--- config.mk ---
export PLATFORM = sky130hd
export DESIGN_NAME = div32_seq_ctrl
export DESIGN_NICKNAME = d
export VERILOG_FILES = /design/src/rtl/div32_seq_ctrl.sv
export SDC_FILE = /design/constraint.sdc
export NUM_CORES = 1
export LEC_CHECK = 0
export ABC_AREA = 1
export BUFFER_PORTS_ARGS = -buffer_cell sky130_fd_sc_hd__buf_4
export CORE_MARGIN = 1
export CORE_UTILIZATION = 35
export CTS_BUF_LIST = sky130_fd_sc_hd__clkbuf_16
export CTS_CLUSTER_SIZE = 20
export DETAILED_ROUTE_END_ITERATION = 16
export GPL_TIMING_DRIVEN = 1
export SYNTH_ARGS = -nofsm -noshare
export SYNTH_HDL_FRONTEND = slang
export SYNTH_SLANG_ARGS = --single-unit
--- constraint.sdc ---
create_clock -name clk -period 3.77 [get_ports clk]
set_input_delay 0.5655 -clock clk [delete_from_list [all_inputs] [get_ports clk]]
set_output_delay 0.5655 -clock clk [all_outputs]
set_load 0.01 [all_outputs]
--- src/rtl/div32_seq_ctrl.sv ---
// div32_seq_ctrl: sequential 32-bit restoring divider controller.
// One shared resta32bits subtractor does every trial subtraction and negation,
// producing one quotient bit per cycle.
// Optional feature macro: DIV32_SIGNED_EN (two's-complement operands, adds
// ABS_A/ABS_B/FIX_Q/FIX_R states; latency 37 instead of 33).

// 32-bit subtractor: diff = a - b, cout = 1 means no borrow (a >= b unsigned).
module resta32bits (
   input  logic [31:0] a,
   input  logic [31:0] b,
   output logic [31:0] diff,
   output logic        cout
);

   logic [32:0] sum;

   // a + ~b + 1 in 33 bits; the carry out is the inverted borrow
   assign sum  = {1'b0, a} + {1'b0, ~b} + 33'd1;
   assign diff = sum[31:0];
   assign cout = sum[32];

endmodule

module div32_seq_ctrl #(
   parameter int unsigned N     = 32,
   parameter int unsigned CNT_W = 6
) (
   input  logic         clk,
   input  logic         rst_n,
   input  logic         start,
   input  logic [N-1:0] dividend,
   input  logic [N-1:0] divisor,
   output logic         busy,
   output logic         done,
   output logic [N-1:0] quotient,
   output logic [N-1:0] remainder,
   output logic         div_zero
);

   // The shared subtractor is fixed at 32 bits, so no other width can work.
   if (N != 32) begin : g_bad_n
      $error("div32_seq_ctrl: N must be 32");
   end
   if ((64'd1 << CNT_W) <= 64'(N)) begin : g_bad_cnt_w
      $error("div32_seq_ctrl: CNT_W too small to hold N");
   end

`ifdef DIV32_SIGNED_EN
   typedef enum logic [2:0] {
      StIdle,
      StAbsA,
      StAbsB,
      StIter,
      StFixQ,
      StFixR,
      StDone
   } state_e;
`else
   typedef enum logic [1:0] {
      StIdle,
      StIter,
      StDone
   } state_e;
`endif

   state_e           state_q, state_d;
   logic [N-1:0]     q_q, q_d;       // working quotient / shifting dividend
   logic [N-1:0]     r_q, r_d;       // partial remainder
   logic [N-1:0]     dvs_q, dvs_d;   // latched divisor (magnitude in signed mode)
   logic [CNT_W-1:0] cnt_q, cnt_d;
   logic [N-1:0]     quot_q, quot_d;
   logic [N-1:0]     rem_q, rem_d;
   logic             dz_q, dz_d;
`ifdef DIV32_SIGNED_EN
   logic             sa_q, sa_d;     // dividend was negative
   logic             sb_q, sb_d;     // divisor was negative
`endif

   logic [N-1:0]     sub_a, sub_b, sub_diff;
   logic             sub_cout;
   logic [N-1:0]     trial;
   logic             accept;
   logic [N-1:0]     q_step, r_step;

   resta32bits u_sub (
      .a    (sub_a),
      .b    (sub_b),
      .diff (sub_diff),
      .cout (sub_cout)
   );

   // Low 32 bits of the shifted partial remainder; R[31] is its implicit bit 32.
   assign trial = {r_q[N-2:0], q_q[N-1]};

   // If the shifted remainder overflowed 32 bits it is certainly >= divisor.
   assign accept = r_q[N-1] | sub_cout;

   assign q_step = {q_q[N-2:0], accept};
   assign r_step = accept ? sub_diff : trial;

   // Next-state, datapath updates and subtractor operand selection.
   always_comb begin
      state_d = state_q;
      q_d     = q_q;
      r_d     = r_q;
      dvs_d   = dvs_q;
      cnt_d   = cnt_q;
      quot_d  = quot_q;
      rem_d   = rem_q;
      dz_d    = dz_q;
`ifdef DIV32_SIGNED_EN
      sa_d    = sa_q;
      sb_d    = sb_q;
`endif
      // Subtractor idles at 0 - 0 unless a state needs it.
      sub_a   = '0;
      sub_b   = '0;

      case (state_q)
         StIdle: begin
            if (start) begin
               q_d   = dividend;
               r_d   = '0;
               dvs_d = divisor;
               cnt_d = CNT_W'(N);
`ifdef DIV32_SIGNED_EN
               sa_d  = dividend[N-1];
               sb_d  = divisor[N-1];
`endif
               if (divisor == '0) begin
                  state_d = StDone;
                  quot_d  = '1;
                  rem_d   = dividend;
                  dz_d    = 1'b1;
               end else begin
`ifdef DIV32_SIGNED_EN
                  state_d = StAbsA;
`else
                  state_d = StIter;
`endif
               end
            end
         end

`ifdef DIV32_SIGNED_EN
         // Magnitude of the dividend; the cycle is spent either way.
         StAbsA: begin
            sub_b   = q_q;
            if (sa_q) begin
               q_d = sub_diff;
            end
            state_d = StAbsB;
         end

         // Magnitude of the divisor.
         StAbsB: begin
            sub_b   = dvs_q;
            if (sb_q) begin
               dvs_d = sub_diff;
            end
            state_d = StIter;
         end
`endif

         StIter: begin
            sub_a = trial;
            sub_b = dvs_q;
            q_d   = q_step;
            r_d   = r_step;
            cnt_d = cnt_q - CNT_W'(1);
            if (cnt_q == CNT_W'(1)) begin
`ifdef DIV32_SIGNED_EN
               state_d = StFixQ;
`else
               state_d = StDone;
               quot_d  = q_step;
               rem_d   = r_step;
               dz_d    = 1'b0;
`endif
            end
         end

`ifdef DIV32_SIGNED_EN
         // Quotient is negative when the operand signs differ.
         StFixQ: begin
            sub_b   = q_q;
            if (sa_q ^ sb_q) begin
               q_d = sub_diff;
            end
            state_d = StFixR;
         end

         // Remainder takes the sign of the dividend.
         StFixR: begin
            sub_b   = r_q;
            if (sa_q) begin
               r_d = sub_diff;
            end
            state_d = StDone;
            quot_d  = q_q;
            rem_d   = sa_q ? sub_diff : r_q;
            dz_d    = 1'b0;
         end
`endif

         StDone: begin
            state_d = StIdle;
         end

         default: begin
            state_d = StIdle;
         end
      endcase
   end

   // State and datapath registers; reset aborts any operation in flight.
   always_ff @(posedge clk or negedge rst_n) begin
      if (!rst_n) begin
         state_q <= StIdle;
         q_q     <= '0;
         r_q     <= '0;
         dvs_q   <= '0;
         cnt_q   <= '0;
         quot_q  <= '0;
         rem_q   <= '0;
         dz_q    <= 1'b0;
`ifdef DIV32_SIGNED_EN
         sa_q    <= 1'b0;
         sb_q    <= 1'b0;
`endif
      end else begin
         state_q <= state_d;
         q_q     <= q_d;
         r_q     <= r_d;
         dvs_q   <= dvs_d;
         cnt_q   <= cnt_d;
         quot_q  <= quot_d;
         rem_q   <= rem_d;
         dz_q    <= dz_d;
`ifdef DIV32_SIGNED_EN
         sa_q    <= sa_d;
         sb_q    <= sb_d;
`endif
      end
   end

   assign busy      = (state_q != StIdle) && (state_q != StDone);
   assign done      = (state_q == StDone);
   assign quotient  = quot_q;
   assign remainder = rem_q;
   assign div_zero  = dz_q;

endmodule

# Word-level counts from Yosys, hierarchy flattened
# Index checks and enable logic that the tools add are counted.
# totals
regBits	169
latchBits	0
mem_bits_rw	0
rom_bits	0
in_bits	67
out_inout_bits	67
wordCells	54
memories	0
# op_classes
add_sub_neg	3
n_mul	0
div_mod_pow	0
n_lt_le_gt_ge	0
n_eq_ne	7
n_shift	0
n_mux	25
bitwise	2
reduce_logical	9
# ops
op	n
$mux 32	11
$pmux 32 s2	4
$add 32x32->33	1
$add 33x1->33 const B	1
$logic_not 32->1	1
$not 32->32	1
$pmux 6 s2	1
$ne 2x2->1 const B	4
$eq 6x1->1 const B	1
$mux 2	3
$mux 6	1
$reduce_and 2->1	3
$sub 6x1->6 const B	1
$pmux 2 s2	1
$reduce_and 4->1	1
$reduce_bool 2->1	2
$mux 1	3
$eq 2x1->1 const B	1
$eq 2x2->1 const B	1
$logic_not 2->1	1
$pmux 1 s2	1
$logic_and 1x1->1	1
$or 1x1->1	1

# Longest topological paths before layout
# logic_depth
depth_word	9
ltp_mapped	24
ltp_nobuf	21

# Modules after synthesis
# From an unflattened synthesis, not the netlist that was laid out.
# unflattened
cells_unflattened	1580
area_unflattened_um2	10595.2
# modules_own_cells
module	n_inst	cells_each	area_per_inst_um2	seq_area_each_um2
div32_seq_ctrl	1	1034	8001.4	4229.1
resta32bits	1	546	2593.7	0.0

# Least setup slack after synthesis
# No wires, ideal clock.
# synth_timing
path_type	register to register
startpoint	reg state_q[0]
endpoint	reg rem_q[11] (netlist: remainder[11])
setup_ns	0.063
arrival_ns	2.937
required_ns	3.707
slack_ns	0.770
stages_incl_launch_ff	22
n_path_buf	3
synth_period_minus_slack_ns	3.000
cell_sequence	dfrtp_1 > inv_2 > nor2_4 > inv_2 > clkbuf_1 > clkbuf_1 > nor2_1 > fa_1 > nand2_1 > nand2_1 > nand3_1 > nand2_2 > nand2_1 > nand2_2 > nand2_2 > nand2_2 > nand2_4 > buf_2 > nand3_1 > nand3_1 > nand2_1 > inv_1
# synth_via
elab_chain_len	9
elab_cells_between_ends	16
classes_between	add/sub (2); eq/ne (4); mux (5); bitwise (2); reduce/logical (3)
# synth_lines
element	line_no	source
from (decl)	66	state_e state_q, state_d;
from (signal assigned)	219	state_q <= StIdle;
from (signal assigned)	232	state_q <= state_d;
$eq 2x1->1	119	case (state_q)
$mux 32	119	
$not 32->32	18	assign sum = {1'b0, a} + {1'b0, ~b} + 33'd1;
$add 32x32->33	18	
$add 33x1->33	18	
$or 1x1->1	96	assign accept = r_q[N-1] | sub_cout;
$mux 32	99	assign r_step = accept ? sub_diff : trial;
$mux 32	171	if (cnt_q == CNT_W'(1)) begin
$pmux 32 s2	119	
to (signal assigned)	238	rem_q <= rem_d;
to (decl)	72	logic [N-1:0] rem_q, rem_d;
# Several ways; a longest one is shown, not always the timed one. The select of a mux whose other input is x is not followed.
# A chain may end at the register's enable or synchronous reset.

# Final worst setup path
# layout_timing
startpoint	reg state_q[0]
endpoint	reg rem_q[12] (netlist: remainder[12])
# The elaborated chain is that of the path after synthesis.

==> summary.txt <==
Setup path
  – Cell family with most CP delay: simple AND/OR/NAND/NOR gates
  – Setup crit start kind: flop
  – CP max FO: 33
  – CP cell instances: inv_2, nor2_4, inv_2, buf_4, nor2_1, ha_1, inv_1, o21ai_0, nand3_1, nand3b_1, nor2_1, inv_1, nand2_4, nor2_8, nand2_1, nand3_1, nand2_1, inv_1
  – Slowest CP cell: nor2_8
  – Setup crit end kind: flop
  – Top cell by count, worst path: inv_1
  – Crit path buffers/inverters: 6
  – CP Class: reg2reg
  – CP Launch Point: state_q[0]
  – Crit path DAT: 3710 ps
  – Data required, critical path: a little over 4000 ps
  – Max incr delay on CP: 420 ps
  – RR Startpoint: state_q[0]

Cells and area
  – Core Util, Final: 0.426
  – ANT cells: 0
  – Fraction of layout instances using a drive strength above 1: 0.146
  – Final cell count without fillers: 1993
  – Layout overhead on the synthesized area: 18.9%
  – Final net count: 1699

Placement
  – Placed cells: 1962
  – Dpl ws: 482 ps
  – Buffers on Ports: 133
  – Dpl hpwl: 22500 µm
  – GPL Wtd Cong: 0.929

Drt
  – Wire per inst: 14.8 µm
  – DR DRC count: 0
  – Via count: between 9000 and 10000
  – Drt pass-1 iters: 6
  – Routed Antenna Nets: 0
  – Vias/cell: around 4.7
  – Detailed router's first-iteration violation count: 696
  – Routed WL: around 30000 µm

Synthesis
  – Fraction of registers with async set/reset: 1.00
  – Mapped cell area: 0.0104 mm²
  – Synth cell types: 39
  – Seq/Total Area, Yosys: 0.408
  – Post-synthesis register bit count: 169
  – Post-synth EDFFs: 0
  – Adder-Cell Fraction of Synth Area: 0.0429
  – Area fraction in compound gates after synthesis: 0.0686
  – Syn_area_per_cell: between 7 and 8 µm²
  – Synth Area in Simple Gates: 0.325
  – Yosys Warn Count: 0
  – Post-Synth XOR/XNOR Area: 0.0127
  – Ys flop type: dfrtp_1
  – Post-synthesis mux area share: 0.0172
  – Syn nets: 1583
  – Main combinational cell family by area after synthesis: simple AND/OR/NAND/NOR gates
  – Post-Syn Instances: between 1000 and 1500

Clock network
  – CTS-repair resized insts: 0
  – Clock slew at reported path FFs: ~80 ps
  – CTS tree: yes
  – Longest Clk Path Bufs: 2
  – Clock Latency Late Sink: roughly 440 ps
  – CTS Root Cell: clkbuf_16
  – H-tree depth: 4
  – Setup bufs post-CTS: 0
  – Hold_buf cts: 0
  – CTS Sinks: 169
  – TritonCTS buffer count: 17

Global routing
  – GRT Util Overall: 0.201
  – Vias in the first global route: 9046
  – Pin count of the biggest net entering global routing: between 70 and 80
  – First-pass GRT wire length: 48400 µm
  – GRT overflow: 0
  – Initial antenna violation count: 0

Power and ir drop
  – Internal Power: 6.36 mW
  – Sequential fraction of design power: 0.240
  – Switching share of power: 0.516
  – NetSw: around 6.8 mW
  – Total power: 13.1 mW
  – Pwr dens: 1070 mW/mm²
  – Peak supply drop: 0.601 mV
  – Comb power frac: 0.626
  – Leak Pwr: about 6.7 nW
  – Clock network fraction of total power: 0.134

Worst hold path
  – Hold WC Path Type: in2async

Die
  – Initial Utilization: 0.359
  – Num rows: 62
  – Core area: 0.0289 mm²
  – Vert. Die Dim: around 170 µm
  – Die Span X: 174 µm
  – I/O Pins: 134
  – Die area: 0.0303 mm²

Timing
  – Tightest Pin Transition: 763 ps
  – Period utilization: 0.884
  – Final min period: 3330 ps
  – Post-Route Setup TNS: 0 ps
  – Max transition margin: 0.491
  – Fmax achieved: 0.300 GHz
  – Final Hold Viols: 0
  – Slew Limit Fails: 0
  – Clock Skew: 10.3 ps
  – RSZ-0062 raised after global routing: false
  – Fin worst setup slack: around 440 ps
  – Final setup vio count: 0

Flow run
  – Max-cap violations: 0

Outcome
  – Status: complete, no violations
## state kept, by name (all words and copies together), names as in the netlist
register	cells
r_q	32
remainder	32
state_q	2
dvs_q	32
q_q	32
div_zero	1
cnt_q	6
quotient	32
## through the flow
stage / area [µm²] / hold slack [ps]
2_1_floorplan: 10400 / 270
3_3_place_gp: 11800 / 467
3_5_place_dp: 11800 / 476
4_1_cts: 12300 / 140
5_1_grt: 12300 / 166
6_report: 12300 / 108
## cells by family after synthesis
logic type / after synthesis
muxes: 16
AOI/OAI and AO/OA: 116
xor gates and xnor gates: 15
and+or+nand+nor: 795
DFF: 169
adders and majority gates: 35
buffers and inverters: 335
## synth_stat cells (all sizes together), types with 5 or more instances
cell type / number / area [µm²]
nand2: 452 / 1750
inv: 283 / 1060
dfrtp: 169 / 4230
nor2: 153 / 603
nand3: 126 / 631
a21oi: 52 / 260
ha: 34 / 425
or2: 32 / 200
clkbuf: 30 / 113
o221ai: 30 / 263
o21ai: 26 / 130
buf: 22 / 128
mux2: 15 / 169
xor2: 15 / 131
nand4: 14 / 87.6
nor3: 7 / 35.0
and2: 5 / 31.3
## cell usage in the layout (no fill, tap or decap), drive strengths merged
cell type  netlist  final
xor2            15     15
nand3b           1      1
and3             1      1
o22ai            1      1
o21ai           26     26
nand4           14     14
nor2           153    153
mux2i            1      1
mux2            15     15
or2             32     32
fa               1      1
o31ai            1      1
o221ai          30     30
dfrtp          169    169
clkinv           0      6
nand2          452    452
and2             5      5
a21oi           52     52
nor3             7      7
inv            283    291
nor4             4      4
ha              34     34
a21boi           1      1
buf             22    149
nand3          126    126
clkbuf          30     17
o21bai           4      4
o211ai           1      1
## area by class of cell
type | count | area (µm²)
fill | 2996 | 16600
multi-input combinational | 977 | 4850
sequential | 169 | 4230
timing repair buffer | 149 | 1150
inverter | 283 | 1060
tap | 384 | 480
clock buffer | 17 | 425
clock inverter | 14 | 148
## power by group through the flow
stage	Clock [mW]	Combinational, mW	Sequential [mW]
floorplan	0	5.72	3.17
global placement	0	8.13	3.18
detailed placement	0	8.18	3.19
CTS	1.79	8.24	3.15
global route	1.86	9.34	3.25
finish	1.76	8.23	3.15
## worst paths after layout
path	to	cells after the start	slack, ps
worst min-delay path	quotient[6]	1	110
worst max register to register	remainder[12]	18	440
max in group asynchronous	quotient[29]	2	2730
min in group clk	dvs_q[10]	2	370
worst min register to register	cnt_q[3]	1	480
worst max-delay path	remainder[12]	18	440
## metal layers
metal / global-route usage / part of all wire / vias to the layer above
li1: - / - / 4816
met2: 0.287 / 0.41 / 270
met5: 0 / 0 / -
met1: 0.315 / 0.52 / 4354
met3: 0.0278 / 0.055 / 23
met4: 0.0508 / 0.011 / 0
Note: power is estimated with default switching activity, not from simulation.
